`src/rtl/fifo_burst_packer_pkg.sv`:
```
// Shared types and constants for the FIFO burst packer: FSM state encoding
// and the width of the FIFO occupancy bus.
package fifo_burst_packer_pkg;

  localparam int C_COUNT_WIDTH = 18;

  typedef enum logic [1:0] {
    ST_IDLE = 2'd0,
    ST_XFER = 2'd1,
    ST_LAST = 2'd2
  } state_t;

endpackage

```
`src/rtl/fifo_burst_packer_burst_len_normalize.sv`:
```
// Burst length normalisation: clamps the programmed length into 1..C_MAX_BURST
// and derives the length of a short burst from the current FIFO occupancy.
module burst_len_normalize
  import fifo_burst_packer_pkg::*;
#(
  parameter int C_MAX_BURST = 256,
  parameter int C_LEN_WIDTH = 9
) (
  input  logic [C_LEN_WIDTH-1:0]   burst_len,
  input  logic [C_COUNT_WIDTH-1:0] fifo_count,
  output logic [C_LEN_WIDTH-1:0]   eff_len,
  output logic [C_LEN_WIDTH-1:0]   short_len,
  output logic                     full_avail
);

  always_comb begin
    eff_len = burst_len;
    if (burst_len == '0) begin
      eff_len = C_LEN_WIDTH'(1);
    end else if (32'(burst_len) > C_MAX_BURST) begin
      eff_len = C_LEN_WIDTH'(C_MAX_BURST);
    end
    full_avail = (fifo_count >= C_COUNT_WIDTH'(eff_len));
    // When a full burst is not available the count is below eff_len, so it fits.
    short_len  = full_avail ? eff_len : fifo_count[C_LEN_WIDTH-1:0];
  end

endmodule

```
`src/rtl/fifo_burst_packer.sv`:
```
// Drains a first-word-fall-through FIFO in fixed-length bursts onto a
// valid/ready stream with a last marker; timeout or flush force short bursts.
module fifo_burst_packer
  import fifo_burst_packer_pkg::*;
#(
  parameter int C_DATA_WIDTH    = 128,
  parameter int C_MAX_BURST     = 256,
  parameter int C_LEN_WIDTH     = 9,
  parameter int C_TIMEOUT_WIDTH = 16
) (
  input  logic                       clk,
  input  logic                       rst,
  input  logic                       fifo_empty,
  input  logic [C_DATA_WIDTH-1:0]    fifo_dataout,
  input  logic [C_COUNT_WIDTH-1:0]   fifo_count,
  output logic                       fifo_rden,
  input  logic [C_LEN_WIDTH-1:0]     burst_len,
  input  logic [C_TIMEOUT_WIDTH-1:0] timeout,
  input  logic                       flush,
  output logic                       m_valid,
  output logic [C_DATA_WIDTH-1:0]    m_data,
  output logic                       m_last,
  input  logic                       m_ready,
  output logic [C_LEN_WIDTH-1:0]     m_burst_len,
  output logic                       busy
);

  state_t                     state_q, state_d;
  logic [C_TIMEOUT_WIDTH-1:0] timer_q, timer_d;
  logic [C_LEN_WIDTH-1:0]     beats_rem_q, beats_rem_d;
  logic                       m_valid_q, m_valid_d;
  logic                       m_last_q, m_last_d;
  logic [C_DATA_WIDTH-1:0]    m_data_q, m_data_d;
  logic [C_LEN_WIDTH-1:0]     m_burst_len_q, m_burst_len_d;

  logic [C_LEN_WIDTH-1:0] eff_len;
  logic [C_LEN_WIDTH-1:0] short_len;
  logic                   full_avail;
  logic                   load;
  logic                   count_nz;
  logic                   timed_out;

  burst_len_normalize #(
    .C_MAX_BURST (C_MAX_BURST),
    .C_LEN_WIDTH (C_LEN_WIDTH)
  ) u_norm (
    .burst_len  (burst_len),
    .fifo_count (fifo_count),
    .eff_len    (eff_len),
    .short_len  (short_len),
    .full_avail (full_avail)
  );

  always_comb begin
    load = (state_q == ST_XFER) && (beats_rem_q != '0) && !fifo_empty
           && (!m_valid_q || m_ready);
    count_nz  = (fifo_count != '0);
    timed_out = (timeout != '0) && (timer_q == timeout - C_TIMEOUT_WIDTH'(1));

    state_d       = state_q;
    timer_d       = '0;
    beats_rem_d   = beats_rem_q;
    m_valid_d     = m_valid_q;
    m_last_d      = m_last_q;
    m_data_d      = m_data_q;
    m_burst_len_d = m_burst_len_q;

    case (state_q)
      ST_IDLE: begin
        if (full_avail) begin
          m_burst_len_d = eff_len;
          beats_rem_d   = eff_len;
          state_d       = ST_XFER;
        end else if (count_nz && (flush || timed_out)) begin
          m_burst_len_d = short_len;
          beats_rem_d   = short_len;
          state_d       = ST_XFER;
        end else if (count_nz) begin
          // Partial data waiting: age it, saturating rather than wrapping.
          timer_d = (timer_q == '1) ? timer_q : timer_q + C_TIMEOUT_WIDTH'(1);
        end
      end
      ST_XFER: begin
        if (load) begin
          m_data_d    = fifo_dataout;
          m_valid_d   = 1'b1;
          beats_rem_d = beats_rem_q - C_LEN_WIDTH'(1);
          if (beats_rem_q == C_LEN_WIDTH'(1)) begin
            m_last_d = 1'b1;
            state_d  = ST_LAST;
          end
        end else if (m_valid_q && m_ready) begin
          m_valid_d = 1'b0;
        end
      end
      ST_LAST: begin
        if (m_valid_q && m_ready && m_last_q) begin
          m_valid_d = 1'b0;
          m_last_d  = 1'b0;
          state_d   = ST_IDLE;
        end
      end
      default: state_d = ST_IDLE;
    endcase
  end

  always_ff @(posedge clk) begin
    if (rst) begin
      state_q       <= ST_IDLE;
      timer_q       <= '0;
      beats_rem_q   <= '0;
      m_valid_q     <= 1'b0;
      m_last_q      <= 1'b0;
      m_data_q      <= '0;
      m_burst_len_q <= '0;
    end else begin
      state_q       <= state_d;
      timer_q       <= timer_d;
      beats_rem_q   <= beats_rem_d;
      m_valid_q     <= m_valid_d;
      m_last_q      <= m_last_d;
      m_data_q      <= m_data_d;
      m_burst_len_q <= m_burst_len_d;
    end
  end

  assign fifo_rden   = load;
  assign m_valid     = m_valid_q;
  assign m_last      = m_last_q;
  assign m_data      = m_data_q;
  assign m_burst_len = m_burst_len_q;
  assign busy        = (state_q != ST_IDLE);

endmodule

```
`config.mk`:
```
export PLATFORM = sky130hd
export DESIGN_NAME = fifo_burst_packer
export DESIGN_NICKNAME = d
export VERILOG_FILES = /design/src/rtl/fifo_burst_packer_pkg.sv /design/src/rtl/fifo_burst_packer_burst_len_normalize.sv /design/src/rtl/fifo_burst_packer.sv
export SDC_FILE = /design/constraint.sdc
export NUM_CORES = 1
export LEC_CHECK = 0
export ABC_AREA = 1
export BUFFER_PORTS_ARGS = -buffer_cell sky130_fd_sc_hd__buf_2
export CAP_MARGIN = 30
export CORE_UTILIZATION = 42
export CTS_BUF_LIST = sky130_fd_sc_hd__clkbuf_8 sky130_fd_sc_hd__clkbuf_16
export CTS_CLUSTER_SIZE = 24
export DETAILED_ROUTE_END_ITERATION = 7
export PLACE_DENSITY = 0.76
export SYNTH_ARGS = -nofsm -noshare
export SYNTH_HDL_FRONTEND = slang
export SYNTH_SLANG_ARGS = --single-unit
```
`constraint.sdc`:
```
create_clock -name clk -period 2.12 [get_ports clk]
set_input_delay 0.106 -clock clk [delete_from_list [all_inputs] [get_ports clk]]
set_output_delay 0.106 -clock clk [all_outputs]
set_load 0.02 [all_outputs]
```
# After elaboration in Yosys (flattened, before gate mapping)
# Cells that the tools add are included.
[totals]
regBits = 166
out_inout_bits = 141
word_cells = 70
input_bits = 176
[classes]
mux = 19
order_cmp = 2
n_eq_ne = 10
bitwise = 2
addsub = 3
n_reduce_logical = 27
[op_table]
columns = ["cell", "count"]
rows = [
  ["$mux 9", 5],
  ["$ge 18x9->1", 1],
  ["$pmux 9 s2", 1],
  ["$reduce_bool 18->1", 1],
  ["$add 16x1->16 const B", 1],
  ["$eq 16x16->1", 1],
  ["$eq 16x16->1 const B", 1],
  ["$reduce_bool 16->1", 1],
  ["$sub 16x1->16 const B", 1],
  ["$mux 2", 5],
  ["$eq 9x1->1 const B", 1],
  ["$gt 9x9->1 const B", 1],
  ["$logic_not 9->1", 1],
  ["$reduce_bool 9->1", 1],
  ["$sub 9x1->9 const B", 1],
  ["$reduce_and 4->1", 2],
  ["$reduce_bool 2->1", 4],
  ["$logic_and 1x1->1", 7],
  ["$pmux 2 s3", 1],
  ["$reduce_and 3->1", 2],
  ["$mux 1", 5],
  ["$reduce_or 5->1", 1],
  ["$ne 2x2->1 const B", 2],
  ["$pmux 1 s2", 2],
  ["other kinds (10)", 14],
]

# Depth between registers and ports, before layout
[logic_depth]
depth_word = 8
ltp_mapped = 19
mapped_depth_nobuf = 18

# Hierarchy
# From an unflattened synthesis, not the netlist that was laid out.
[hier_totals]
hier_cells = 1134
hier_area_um2 = 7832.5
[by_module_without_submodules]
columns = ["module", "area_per_inst_um2", "cells_each", "instances", "seq_area_each_um2"]
rows = [
  ["fifo_burst_packer", 7303.3, 1032, 1, 3323.2],
  ["burst_len_normalize", 529.3, 102, 1, 0.0],
]

# Worst setup path before layout
# Ideal clock, no wire load.
[synth_timing]
kind = "input port to flip-flop"
start = "input burst_len[1]"
end = "register beats_rem_q[5]"
path_slack_ps = -221
required_time_ps = 2005
arrival_time_ps = 2226
path_stages = 18
path_buffers = 1
setup_ps = 115
cell_sequence = "nor4_1 and2_1 or2_2 nand2_1 ha_1 a21oi_1 o21ai_0 nand2_1 nand3_1 a21oi_2 nand2_1 buf_2 o21ai_0 nand2_1 nand2_1 nand3_1 nand2_1 nor2_1"
[synth_between]
elab_chain_cells = 6
word_cells_on_any_way = 9
classes_between = "order compare (2); eq/ne (1); mux (4); reduce/logical (2)"
[synth_rtl]
columns = ["item", "line", "text"]
rows = [
  ["start, declared", "fifo_burst_packer.sv:17", "input logic [C_LEN_WIDTH-1:0] burst_len,"],
  ["$gt 9x9->1", "fifo_burst_packer_burst_len_normalize.sv:20", "end else if (32'(burst_len) > C_MAX_BURST) begin"],
  ["$mux 9", "fifo_burst_packer_burst_len_normalize.sv:20", ""],
  ["$mux 9 *", "fifo_burst_packer_burst_len_normalize.sv:18", "if (burst_len == '0) begin"],
  ["$ge 18x9->1", "fifo_burst_packer_burst_len_normalize.sv:23", "full_avail = (fifo_count >= C_COUNT_WIDTH'(eff_len));"],
  ["$ne 3x3->1 (no source line) / $mux 9 (equally long branches)", "n/a", ""],
  ["$reduce_and 3->1 (no source line) / $pmux 9 s2 (equally long branches)", "n/a", ""],
  ["end signal, assigned", "fifo_burst_packer.sv:119", "beats_rem_q <= beats_rem_d;"],
  ["end, declared", "fifo_burst_packer.sv:30", "logic [C_LEN_WIDTH-1:0] beats_rem_q, beats_rem_d;"],
]
# Every way passes the cells marked *; elsewhere a longest branch is shown, timed or not.
# A chain may end at the register's enable or synchronous reset.

# Worst setup path in the final report
[layout_timing]
start = "input burst_len[6]"
end = "register beats_rem_q[8]"
# Same word-level chain as after synthesis.

==> results.md <==
* Post-Route WL at 27.5 mm
* Worst min path class: in2reg
* Combinational Power Share at 0.360
* Period utilization at 1.02
* Post-synth ARST share at 0
* Flop pwr share at 0.355
* Layout cells sized above 1 at 0.295
* Dpl hpwl at 16.6 mm
* First-pass GRT wire length at 40.8 mm
* Critical path's most frequent cell: nand2_1
* Final core utilization at 0.683
* Critical Path Source Type: input pin
* All-Layer GR Usage at 0.279
* # rows at 48
* Netlist cell types at 37
* Crit. End Element: flip-flop
* Gr ovfl total at 0
* Max-slew violation count at 0
* Clk pwr share at 0.285
* Hold depth at 5
* Cells after Synth at 1098
* Critical path's slowest cell: nor4_4
* Post-synth top flop: dfxtp_1
* Pint at 6.85 mW
* Fin worst setup slack at -0.0331 ns
* CP Class: in2reg
* Die height at 137 um
* TritonCTS clock tree: built
* Status: complete, but fails checks
* P_leak at 5.52 nW
* Synth Register Bits at 166
* CP max FO at 6
* Cell Count Post-Placement at 1622
* Most common cell in the netlist: nand2_1
* Largest net degree at the start of global routing at 113
* EDFF count, synth at 0
* Fin. Hold Viols at 0
* Syn Nets at 1292
* RePlAce Congestion at 0.926
* Number of clock sinks at 166
* Antenna violations before repair at 3
* Max_slew headroom at 0.650
* Via count at 8952
* Starting density of the core at 0.435
* DRT Pass-1 Iters at 5
* Maxcap violations at 0
* DRC Markers at 0
* Leading area contributor after synthesis: dfxtp_1
* Die Wd at 137 um
* Area delta synth->final at 56.9%
* CTS max path bufs at 2
* Count of non-filler cells in the finished layout at 1794
* Synth area leaders: dfxtp_1 (44%), nand2_1 (20%), a21oi_1 (9.7%)
* Slowest stage delay, CP at 0.27 ns
* Switching Share at 0.383
* Die area at 0.0187 mm^2
* R2R cell count at 11
* Number of I/O pins at 317
* Routed Antenna Nets at 0
* Max H-tree Level at 4
* Yosys top cell area share at 0.437
* Failing checks: setup timing
* Max Clk Rate at 0.464 GHz
* Clk root buf: clkbuf_16
* Sequential share of the synthesized area at 0.437
* Vias in the first global route at 8642
* Maximum vdd ir drop at 0.701 mV
* Worst skew pair latency at 0.43 ns
* Least-Margin Pin Slew at 0.525 ns
* Psw at 4.25 mW
* Top post-synthesis cells by count: nand2_1 (402), dfxtp_1 (166), a21oi_1 (148), nor2_1 (95), nand3_1 (57)
* Port bufs at 316
* Syn avg cell area at 6.93 um^2
* PwrDens at 930 mW/mm^2
* Post-synthesis cell area at 0.00761 mm^2
* Core ar. at 0.0175 mm^2
* Max Clock Skew at 0.0210 ns
* CTS buffer count at 17
* WP data arrival at 2.47 ns
* Clock transition at path regs at 0.07 ns
* Hold_ws at 0.144 ns
* Drt first-iter violations at 631
* Syn. warnings at 0
* Final setup viols at 2
* Total power at 11.1 mW
* Req. time, crit path at 2.43 ns
* CP cell instances: buf_8 -> nor4_4 -> and2_4 -> or2_4 -> nand2_4 -> ha_4 -> a21oi_2 -> o21ai_1 -> nand2_1 -> nand3_2 -> a21oi_4 -> nand2_4 -> buf_6 -> o21ai_4 -> nand2_1 -> nand2_1 -> nand3_1 -> nand2_1 -> nor2_1
* Final min period at 2.15 ns
* Nets at 1747
* RSZ-0062 raised after global routing: yes
* DR WL/cell at 15.3 um
* Place WS at -0.470 ns
* DR vias/cell at 4.99
==> cells by family (layout without fill, tap and decap cells) <==
kind of cell | after synthesis | in the layout | share of synthesized area
adder cells (fa/ha/maj) | 18 | 18 | 0.0296
XOR/XNOR | 26 | 26 | 0.0299
multiplexers | 1 | 1 | 0.00132
flip-flops | 166 | 166 | 0.437
other | 0 | 3 | 0
AND/OR/NAND/NOR | 605 | 606 | 0.328
AO/OA/AOI/OAI | 170 | 171 | 0.115
buffers and inverters | 112 | 578 | 0.0589
==> cells in the final DEF, fill, tap and decap left out, types with 10 or more instances in the layout <==
cell type / n
a21oi_1: 145
buf_2: 311
buf_4: 34
clkbuf_16: 18
dfxtp_1: 162
dlygate4sd3_1: 128
ha_1: 15
inv_1: 55
nand2_1: 387
nand2_2: 10
nand3_1: 53
nor2_1: 92
nor2_2: 16
xnor2_1: 11
xor2_1: 15
==> power by group through the flow <==
stage / clock [mW] / combinational [mW] / sequential (mW)
final: 3.16 / 4.00 / 3.94
after global routing: 3.34 / 4.35 / 3.99
after CTS: 3.22 / 3.79 / 3.91
after detailed placement: 0 / 3.52 / 3.97
after global placement: 0 / 3.45 / 3.95
after floorplan: 0 / 1.77 / 4.49
==> what timing repair did <==
item | in CTS | in global routing
gates cloned | 1 | 3
buffers inserted | 1 | 4
gates resized for setup | 6 | 54
endpoints found under the hold margin | 128 | 0
hold buffers | 128 | 0
endpoints found under the setup margin | 4 | 75
pin swaps | 0 | 23
==> critical path, delay by kind of cell <==
kind | cells | cell delay (ns)
compound gates | 4 | 0.53
buf+inv | 2 | 0.26
fa+ha+maj | 1 | 0.26
simple gates | 12 | 1.31
==> stage by stage <==
step,setup TNS [ns],instance area [um^2]
3_3_place_gp,-12.47,9680
6_report,-0.0520,11900
5_1_grt,-1.21,11900
2_1_floorplan,-2.24,7690
4_1_cts,0,11600
3_5_place_dp,-14.81,9680
==> sequential cells by signal (all words and copies together) (netlist names) <==
name	flops
beats_rem_q	9
m_burst_len	9
m_data	128
m_last	1
m_valid	1
state_q	2
timer_q	16
==> layer usage <==
metal	vias to the layer above	track usage	share of wire
li1	4423	-	-
met2	388	0.475	0.48
met3	82	0.0663	0.065
met4	0	0.169	0.051
met5	-	0	0
met1	4059	0.314	0.40
==> final timing paths <==
kind / startpoint / endpoint / slack (ns)
worst min register to register: m_data[64]$_SDFFE_PP0P_ / m_data[64]$_SDFFE_PP0P_ / 0.46
worst max-delay path: burst_len[6] / beats_rem_q[8]$_SDFFE_PP0P_ / -0.03
worst max register to register: beats_rem_q[0]$_SDFFE_PP0P_ / m_last$_SDFFE_PP0P_ / 0.15
worst min-delay path: m_ready / m_valid$_SDFFE_PP0P_ / 0.14
==> cell type report <==
type                       count  area [um^2]
timing repair buffer         488         3360
inverter                      58          228
sequential                   166         3330
multi-input combinational    822         4120
clock inverter                15          186
tap                          225          282
antenna                        3         7.51
clock buffer                  17          425
fill                        1311         5540
Power figures use the tool's default switching activity.
